<file path="config.mk">
export PLATFORM = sky130hd
export DESIGN_NAME = game_round_ctrl
export DESIGN_NICKNAME = d
export VERILOG_FILES = /design/src/rtl/game_round_ctrl.sv
export SDC_FILE = /design/constraint.sdc
export NUM_CORES = 1
export LEC_CHECK = 0
export BUFFER_PORTS_ARGS = -buffer_cell sky130_fd_sc_hd__buf_2
export CAP_MARGIN = 10
export CORE_ASPECT_RATIO = 0.75
export CORE_MARGIN = 5
export CORE_UTILIZATION = 45
export DETAILED_ROUTE_END_ITERATION = 8
export PLACE_DENSITY_LB_ADDON = 0.25
export SYNTH_ARGS = -nofsm -noshare
export SYNTH_HDL_FRONTEND = slang
export SYNTH_SLANG_ARGS = --single-unit
export TNS_END_PERCENT = 20
</file>
<file path="constraint.sdc">
create_clock -name i_clk -period 4.7 [get_ports i_clk]
set_clock_uncertainty 0.05 [all_clocks]
set_input_delay 0 -clock i_clk [delete_from_list [all_inputs] [get_ports i_clk]]
set_output_delay 0 -clock i_clk [all_outputs]
set_load 0.02 [all_outputs]
</file>
<file path="src/rtl/game_round_ctrl.sv">
// Round sequencer for the ball-and-holes game: PLAY -> FALL animation -> SHOW result,
// then next level, retry, or game over.
module game_round_ctrl #(
  parameter int RADIUS        = 16,
  parameter int FALL_FRAMES   = 16,
  parameter int RESULT_FRAMES = 60,
  parameter int MAX_LEVEL     = 4,
  parameter int INIT_LIVES    = 3
) (
  input  logic       i_clk,
  input  logic       i_rst,
  input  logic       i_start,
  input  logic       i_frame_tick,
  input  logic       i_win,
  input  logic       i_fail,
  input  logic [9:0] i_fall_x,
  input  logic [9:0] i_fall_y,
  input  logic [9:0] i_bl_x,
  input  logic [9:0] i_bl_y,
  output logic       o_is_game_playing,
  output logic       o_level_load,
  output logic [2:0] o_level,
  output logic [2:0] o_lives,
  output logic [2:0] o_state,
  output logic       o_result_win,
  output logic [9:0] o_anim_x,
  output logic [9:0] o_anim_y,
  output logic [4:0] o_anim_r
);

  localparam int CNT_MAX = (FALL_FRAMES > RESULT_FRAMES) ? FALL_FRAMES : RESULT_FRAMES;
  localparam int CNT_W   = $clog2(CNT_MAX + 1);

  typedef enum logic [2:0] {
    IDLE = 3'd0,
    PLAY = 3'd1,
    FALL = 3'd2,
    SHOW = 3'd3,
    OVER = 3'd4
  } state_t;

  state_t           state, state_n;
  logic [2:0]       level, level_n;
  logic [2:0]       lives, lives_n;
  logic             result_win, result_win_n;
  logic [9:0]       anim_x, anim_x_n, anim_y, anim_y_n;
  logic [4:0]       anim_r, anim_r_n;
  logic [9:0]       tgt_x, tgt_x_n, tgt_y, tgt_y_n;
  logic [CNT_W-1:0] cnt, cnt_n, cnt_inc;
  logic             level_load, level_load_n;
  logic             playing;

  // One pixel toward the target; unsigned compare so the step never wraps.
  function automatic logic [9:0] step_toward(input logic [9:0] cur, input logic [9:0] tgt);
    if (cur < tgt)      return cur + 10'd1;
    else if (cur > tgt) return cur - 10'd1;
    else                return cur;
  endfunction

  function automatic logic [4:0] sat_dec(input logic [4:0] r);
    return (r == 5'd0) ? 5'd0 : r - 5'd1;
  endfunction

  assign cnt_inc = cnt + CNT_W'(1);

  always_comb begin
    state_n      = state;
    level_n      = level;
    lives_n      = lives;
    result_win_n = result_win;
    anim_x_n     = anim_x;
    anim_y_n     = anim_y;
    anim_r_n     = anim_r;
    tgt_x_n      = tgt_x;
    tgt_y_n      = tgt_y;
    cnt_n        = cnt;
    level_load_n = 1'b0;

    case (state)
      IDLE, OVER: begin
        if (i_start) begin
          state_n      = PLAY;
          level_n      = 3'd0;
          lives_n      = 3'(INIT_LIVES);
          level_load_n = 1'b1;
        end
      end
      PLAY: begin
        if (i_win || i_fail) begin
          state_n      = FALL;
          result_win_n = i_win;
          tgt_x_n      = i_fall_x;
          tgt_y_n      = i_fall_y;
          anim_x_n     = i_bl_x;
          anim_y_n     = i_bl_y;
          cnt_n        = '0;
        end
      end
      FALL: begin
        if (i_frame_tick) begin
          anim_x_n = step_toward(anim_x, tgt_x);
          anim_y_n = step_toward(anim_y, tgt_y);
          anim_r_n = sat_dec(anim_r);
          if (cnt_inc == CNT_W'(FALL_FRAMES)) begin
            state_n = SHOW;
            cnt_n   = '0;
          end else begin
            cnt_n = cnt_inc;
          end
        end
      end
      SHOW: begin
        if (i_frame_tick) begin
          if (cnt_inc == CNT_W'(RESULT_FRAMES)) begin
            cnt_n = '0;
            if (result_win) begin
              if (level < 3'(MAX_LEVEL - 1)) begin
                level_n      = level + 3'd1;
                state_n      = PLAY;
                level_load_n = 1'b1;
              end else begin
                state_n = OVER;
              end
            end else if (lives > 3'd1) begin
              lives_n      = lives - 3'd1;
              state_n      = PLAY;
              level_load_n = 1'b1;
            end else begin
              lives_n = 3'd0;
              state_n = OVER;
            end
          end else begin
            cnt_n = cnt_inc;
          end
        end
      end
      default: state_n = IDLE;
    endcase

    // Any cycle that lands in PLAY shows the live ball at full size.
    if (state_n == PLAY) begin
      anim_x_n = i_bl_x;
      anim_y_n = i_bl_y;
      anim_r_n = 5'(RADIUS);
    end
  end

  always_ff @(posedge i_clk or negedge i_rst) begin
    if (!i_rst) begin
      state      <= IDLE;
      level      <= 3'd0;
      lives      <= 3'(INIT_LIVES);
      result_win <= 1'b0;
      anim_x     <= 10'd0;
      anim_y     <= 10'd0;
      anim_r     <= 5'(RADIUS);
      tgt_x      <= 10'd0;
      tgt_y      <= 10'd0;
      cnt        <= '0;
      level_load <= 1'b0;
      playing    <= 1'b0;
    end else begin
      state      <= state_n;
      level      <= level_n;
      lives      <= lives_n;
      result_win <= result_win_n;
      anim_x     <= anim_x_n;
      anim_y     <= anim_y_n;
      anim_r     <= anim_r_n;
      tgt_x      <= tgt_x_n;
      tgt_y      <= tgt_y_n;
      cnt        <= cnt_n;
      level_load <= level_load_n;
      playing    <= (state_n == PLAY);
    end
  end

  assign o_state           = state;
  assign o_level           = level;
  assign o_lives           = lives;
  assign o_result_win      = result_win;
  assign o_anim_x          = anim_x;
  assign o_anim_y          = anim_y;
  assign o_anim_r          = anim_r;
  assign o_level_load      = level_load;
  assign o_is_game_playing = playing;

endmodule

</file>
After elaboration in Yosys (flattened, before gate mapping) --
Index checks and enable logic that the tools add are counted.
Word-level totals: bits of input ports 46, output and inout bits 37, register bits 63
Cells by class: magnitude comparators 6, add/subtract/negate cells 8, reductions and logical operators 16, equality and inequality tests 19, mux-type cells 51
Operators by type and width (number):
- 2-to-1 mux 10 bit | 10
- 2-to-1 mux 3 bit | 19
- one-hot mux 10 bit (2 select lines) | 2
- 2-to-1 mux 6 bit | 5
- adder 10 x 1 -> 10 bit (second input constant) | 2
- > comparator 10 bit | 2
- less-than comparator 10 bit | 2
- 2-to-1 mux 5 bit | 4
- subtractor 10 x 1 -> 10 bit (second input constant) | 2
- one-hot mux 6 bit (3 select lines) | 1
- != test 2 bit (second input constant) | 8
- one-hot mux 3 bit (2 select lines) | 2
- one-hot mux 3 bit (4 select lines) | 1
- AND reduction 4 bit | 3
- != test 4 bit (second input constant) | 2
- adder 6 x 1 -> 6 bit (second input constant) | 1
- == test 3 x 1 -> 1 bit (second input constant) | 2
- == test 3 x 2 -> 1 bit (second input constant) | 2
- == test 6 x 5 -> 1 bit (second input constant) | 1
- == test 6 bit (second input constant) | 1
- 2-to-1 mux 1 bit | 6
- != test 3 bit (second input constant) | 2
- AND reduction 6 bit | 1
- nonzero test 2 bit | 3
- other kinds (14) | 16

Depth between registers and ports, before layout --
depth after elaboration 9, depth in mapped cells 15, gate-level depth less buffers 15

Worst setup path after synthesis --
No wires, ideal clock.
kind register to register, from reg anim_x[9] (netlist: o_anim_x[9]), to reg anim_x[9] (netlist: o_anim_x[9]), arrival time 3.490 ns, stages on the path, launching flop included 14, buffers on the path 0, setup time 0.122 ns, setup slack 1.038 ns, path through dfrtp_1 -> ha_1 -> nand4_1 -> a211oi_1 -> a2111oi_4 -> inv_1 -> ha_1 -> a211oi_1 -> o21ai_0 -> a41o_1 -> and3_1 -> a211oi_1 -> o311a_1 -> o21ai_1
On the way: cells in the longest elaborated chain, start to end 6
Ends and longest elaborated chain:
- start, declared | RTL line 46 | logic [9:0] anim_x, anim_x_n, anim_y, anim_y_n;
- start signal, assigned | RTL line 167 | anim_x <= anim_x_n;
- subtractor 10 x 1 -> 10 bit | RTL line 56 | else if (cur > tgt) return cur - 10'd1;
- 2-to-1 mux 10 bit | RTL line 56
- 2-to-1 mux 10 bit | RTL line 55 | if (cur < tgt) return cur + 10'd1;
- 2-to-1 mux 10 bit | RTL line 100 | if (i_frame_tick) begin
- one-hot mux 10 bit (2 select lines) | RTL line 79 | case (state)
- 2-to-1 mux 10 bit | RTL line 141 | if (state_n == PLAY) begin
Parallel ways exist; a longest one is shown, timed or not. The select of a mux whose other input is x is not followed. A chain may end at the register's enable or synchronous reset.

Worst setup path in the final report --
from reg anim_x[3] (netlist: o_anim_x[3]), to reg anim_x[9] (netlist: o_anim_x[9])
The elaborated chain is that of the path after synthesis.

==> impl_metrics.py <==
metrics = {
    "outcome": {
        "status": "complete, no violations",
    },
    "sta": {
        "period_minus_slack_ns": 4.05,
        "rsz0062_at_grt": "no",
        "slew_violations": 0,
        "hold_viol_final": 0,
        "post-route-period-util": 0.861,
        "setup_viol": 0,
        "setup_tns_ns": 0,
        "tightest_slew_ns": 1.05,
        "slew_headroom": 0.301,
        "max_freq_mhz": 247,
        "whs_ns": 0.0165,
    },
    "die": {
        "start_util": 0.466,
        "core_mm2": 0.00912,
        "die_area_mm2": 0.0115,
        "num_rows": 30,
        "ios": 83,
        "die_width_um": 122,
        "die_y_um": 94.2,
    },
    "final_layout": {
        "antenna_cells": 0,
        "mostFrequentLayoutCells": "82 x buf_2, 60 x dfrtp_1, 50 x o21ai_0",
        "synthToLayoutAreaGrowth_pct": 28.6,
        "layout-drive-gt1-share": 0.199,
        "nets": 692,
        "final_common_cell": "buf_2",
        "instances_no_fill": 736,
    },
    "worst_setup_path": {
        "crit_fanout": 8,
        "arrival_ns": 4.21,
        "r2r_end": "o_anim_x[9]$_DFFE_PN0P_",
        "ff2ff_path_depth": 13,
        "r2r_start": "o_anim_x[3]$_DFFE_PN0P_",
        "cp-end-kind": "register",
        "required_ns": 4.86,
        "critPathCapture": "o_anim_x[9]$_DFFE_PN0P_",
        "startpoint": "o_anim_x[3]$_DFFE_PN0P_",
        "critPathKind": "register to register",
        "critPathLaunchType": "register",
        "reg2reg_slack_ns": 0.65,
    },
    "min_path": {
        "hp-class": "input port to register",
    },
    "placed_design": {
        "gp_congestion": 0.835,
        "port_buffers": 82,
        "place_inst": 677,
        "dp_hpwl_um": 7840,
    },
    "logic_synthesis": {
        "ys.flop_type": "dfrtp_1",
        "avgSynthCellArea_um2": 8.85,
        "synth.area.top_cells": "dfrtp_1 35%, ha_1 12%, o21ai_0 5.9%",
        "synth_top_cell_area_share": 0.353,
        "async_flop_share": 1.00,
        "synth_warnings": 0,
        "synthCells": 480,
        "synth_top_area_cell": "dfrtp_1",
        "synth_edf_count": 0,
        "ys_types": 63,
        "synth-seq-cells": 63,
        "syn_area_mm2": 0.00425,
        "synth_nets": 569,
        "synth_seq_area_share": 0.372,
    },
    "drt": {
        "via_per_inst": 5.26,
        "vias": 3870,
        "routedWlPerCell_um": 14.8,
        "drt_first_pass_iters": 4,
        "drt-total-wl_um": 10900,
        "drt_iter0_drc": 301,
        "drcViolationCount": 0,
        "final_antenna_net_count": 0,
    },
    "grt": {
        "grt-ovfl-total": 0,
        "grt_start_max_net_pins": 64,
        "grt_pass1_vias": 3928,
        "grt_pass1_wl_um": 18500,
        "grt_use_total": 0.203,
        "antenna_found_initial": 0,
    },
    "power_and_ir_drop": {
        "total_leakage_power_nw": 2.51,
        "power_density_mw_per_mm2": 894,
        "ir_drop_v": 0.000520,
    },
    "clocking": {
        "clk_pin_slew_ns": 0.05,
        "cts_max_level": 3,
        "cts_buffers": 9,
        "cts_tree": "yes",
        "clockBufferDepth": 2,
        "cts-root-buf": "clkbuf_16",
        "clk_latency_ns": 0.33,
        "clock-sinks": 63,
        "cts_resized": 0,
    },
    "flow_run": {
        "drv_cap": 0,
    },
}
## kinds of logic after synthesis
group                    Yosys count  share of synthesized area
buffers and inverters             52                     0.0509
AO/OA/AOI/OAI                    143                      0.220
XOR/XNOR                           9                     0.0185
AND/OR/NAND/NOR                  166                      0.198
multiplexers                       4                     0.0103
adder cells (fa/ha/maj)           43                      0.130
flip-flops                        63                      0.372
## synth_stat cells, drive strengths merged, types with 4 or more instances
master  instances
o21ai          54
a21oi          39
nand2b          9
ha             41
buf             5
xnor2           5
a31oi           9
nor2           45
o31ai           5
clkbuf         11
dfrtp          60
inv            36
a211oi          9
a21o            5
or3             5
nand3          15
nand2          46
nor3           13
and3            5
nor2b          10
xor2            4
o21bai          4
## metrics by stage
step | util | setup WS (ns) | power [mW] | cell area [µm²]
after floorplan | - | 1.04 | 3.52 | 4250
after global placement | 0.522 | 0.853 | 4.12 | 4770
after detailed placement | 0.522 | 0.741 | 4.22 | 4770
after global routing | 0.599 | 0.385 | 5.40 | 5470
final | 0.599 | 0.653 | 4.89 | 5470
after CTS | 0.599 | 0.693 | 4.90 | 5470
## routing by layer
layer  vias to the layer above  track usage  share of wire
met1                      1808        0.259           0.48
met3                        13       0.0686          0.063
met5                         -            0              0
li1                       1952            -              -
met4                         0       0.0606          0.014
met2                        97        0.325           0.45
## how the worst min path moves through the flow
| stage | start | end | depth (start not counted) |
|---|---|---|---|
| finish | i_bl_x[9] | o_anim_x[9]$_DFFE_PN0P_ | 4 |
| global route | i_bl_y[9] | o_anim_y[9]$_DFFE_PN0P_ | 4 |
| floorplan | i_rst | cnt[0]$_DFFE_PN0P_ | 0 |
| detailed placement | i_rst | o_anim_y[5]$_DFFE_PN0P_ | 2 |
| global placement | i_fall_y[4] | tgt_y[4]$_DFFE_PN0P_ | 3 |
| CTS | i_bl_x[9] | o_anim_x[9]$_DFFE_PN0P_ | 4 |
## worst max-delay path, cell delays in order (launching register included)
cell,delay [ns]
dfrtp_1,0.43
ha_1,0.34
a21oi_1,0.15
o21ai_1,0.14
a2111oi_4,0.67
inv_1,0.33
ha_1,0.37
a211oi_1,0.39
o21ai_0,0.20
a41o_1,0.29
and3_1,0.18
a211oi_1,0.17
o311a_1,0.17
o21ai_1,0.05
## final cells by class
class | count | area (µm²)
clock inverters | 4 | 22.5
clock buffers | 12 | 246
multi-input cells | 365 | 2460
fillers | 806 | 3660
well taps | 128 | 160
flip-flops and latches | 63 | 1580
inverters | 36 | 135
repair buffers | 128 | 863
## where the power goes
group / internal, mW / switching (mW)
sequential: 0.800 / 0.229
combinational: 1.37 / 1.89
clock: 0.368 / 0.233
## state kept, by name, indices dropped and copies added (netlist names)
name,cells
o_anim_x,10
o_state,3
cnt,6
o_anim_r,5
o_level,3
o_is_game_playing,1
o_anim_y,10
o_result_win,1
tgt_y,10
o_level_load,1
tgt_x,10
o_lives,3
## what timing repair did
item / 4_1_cts / 5_1_grt
endpoints found under the hold margin: 103 / 0
setup buffers: 0 / 0
hold buffers: 43 / 0
(Power assumes the default switching activity.)
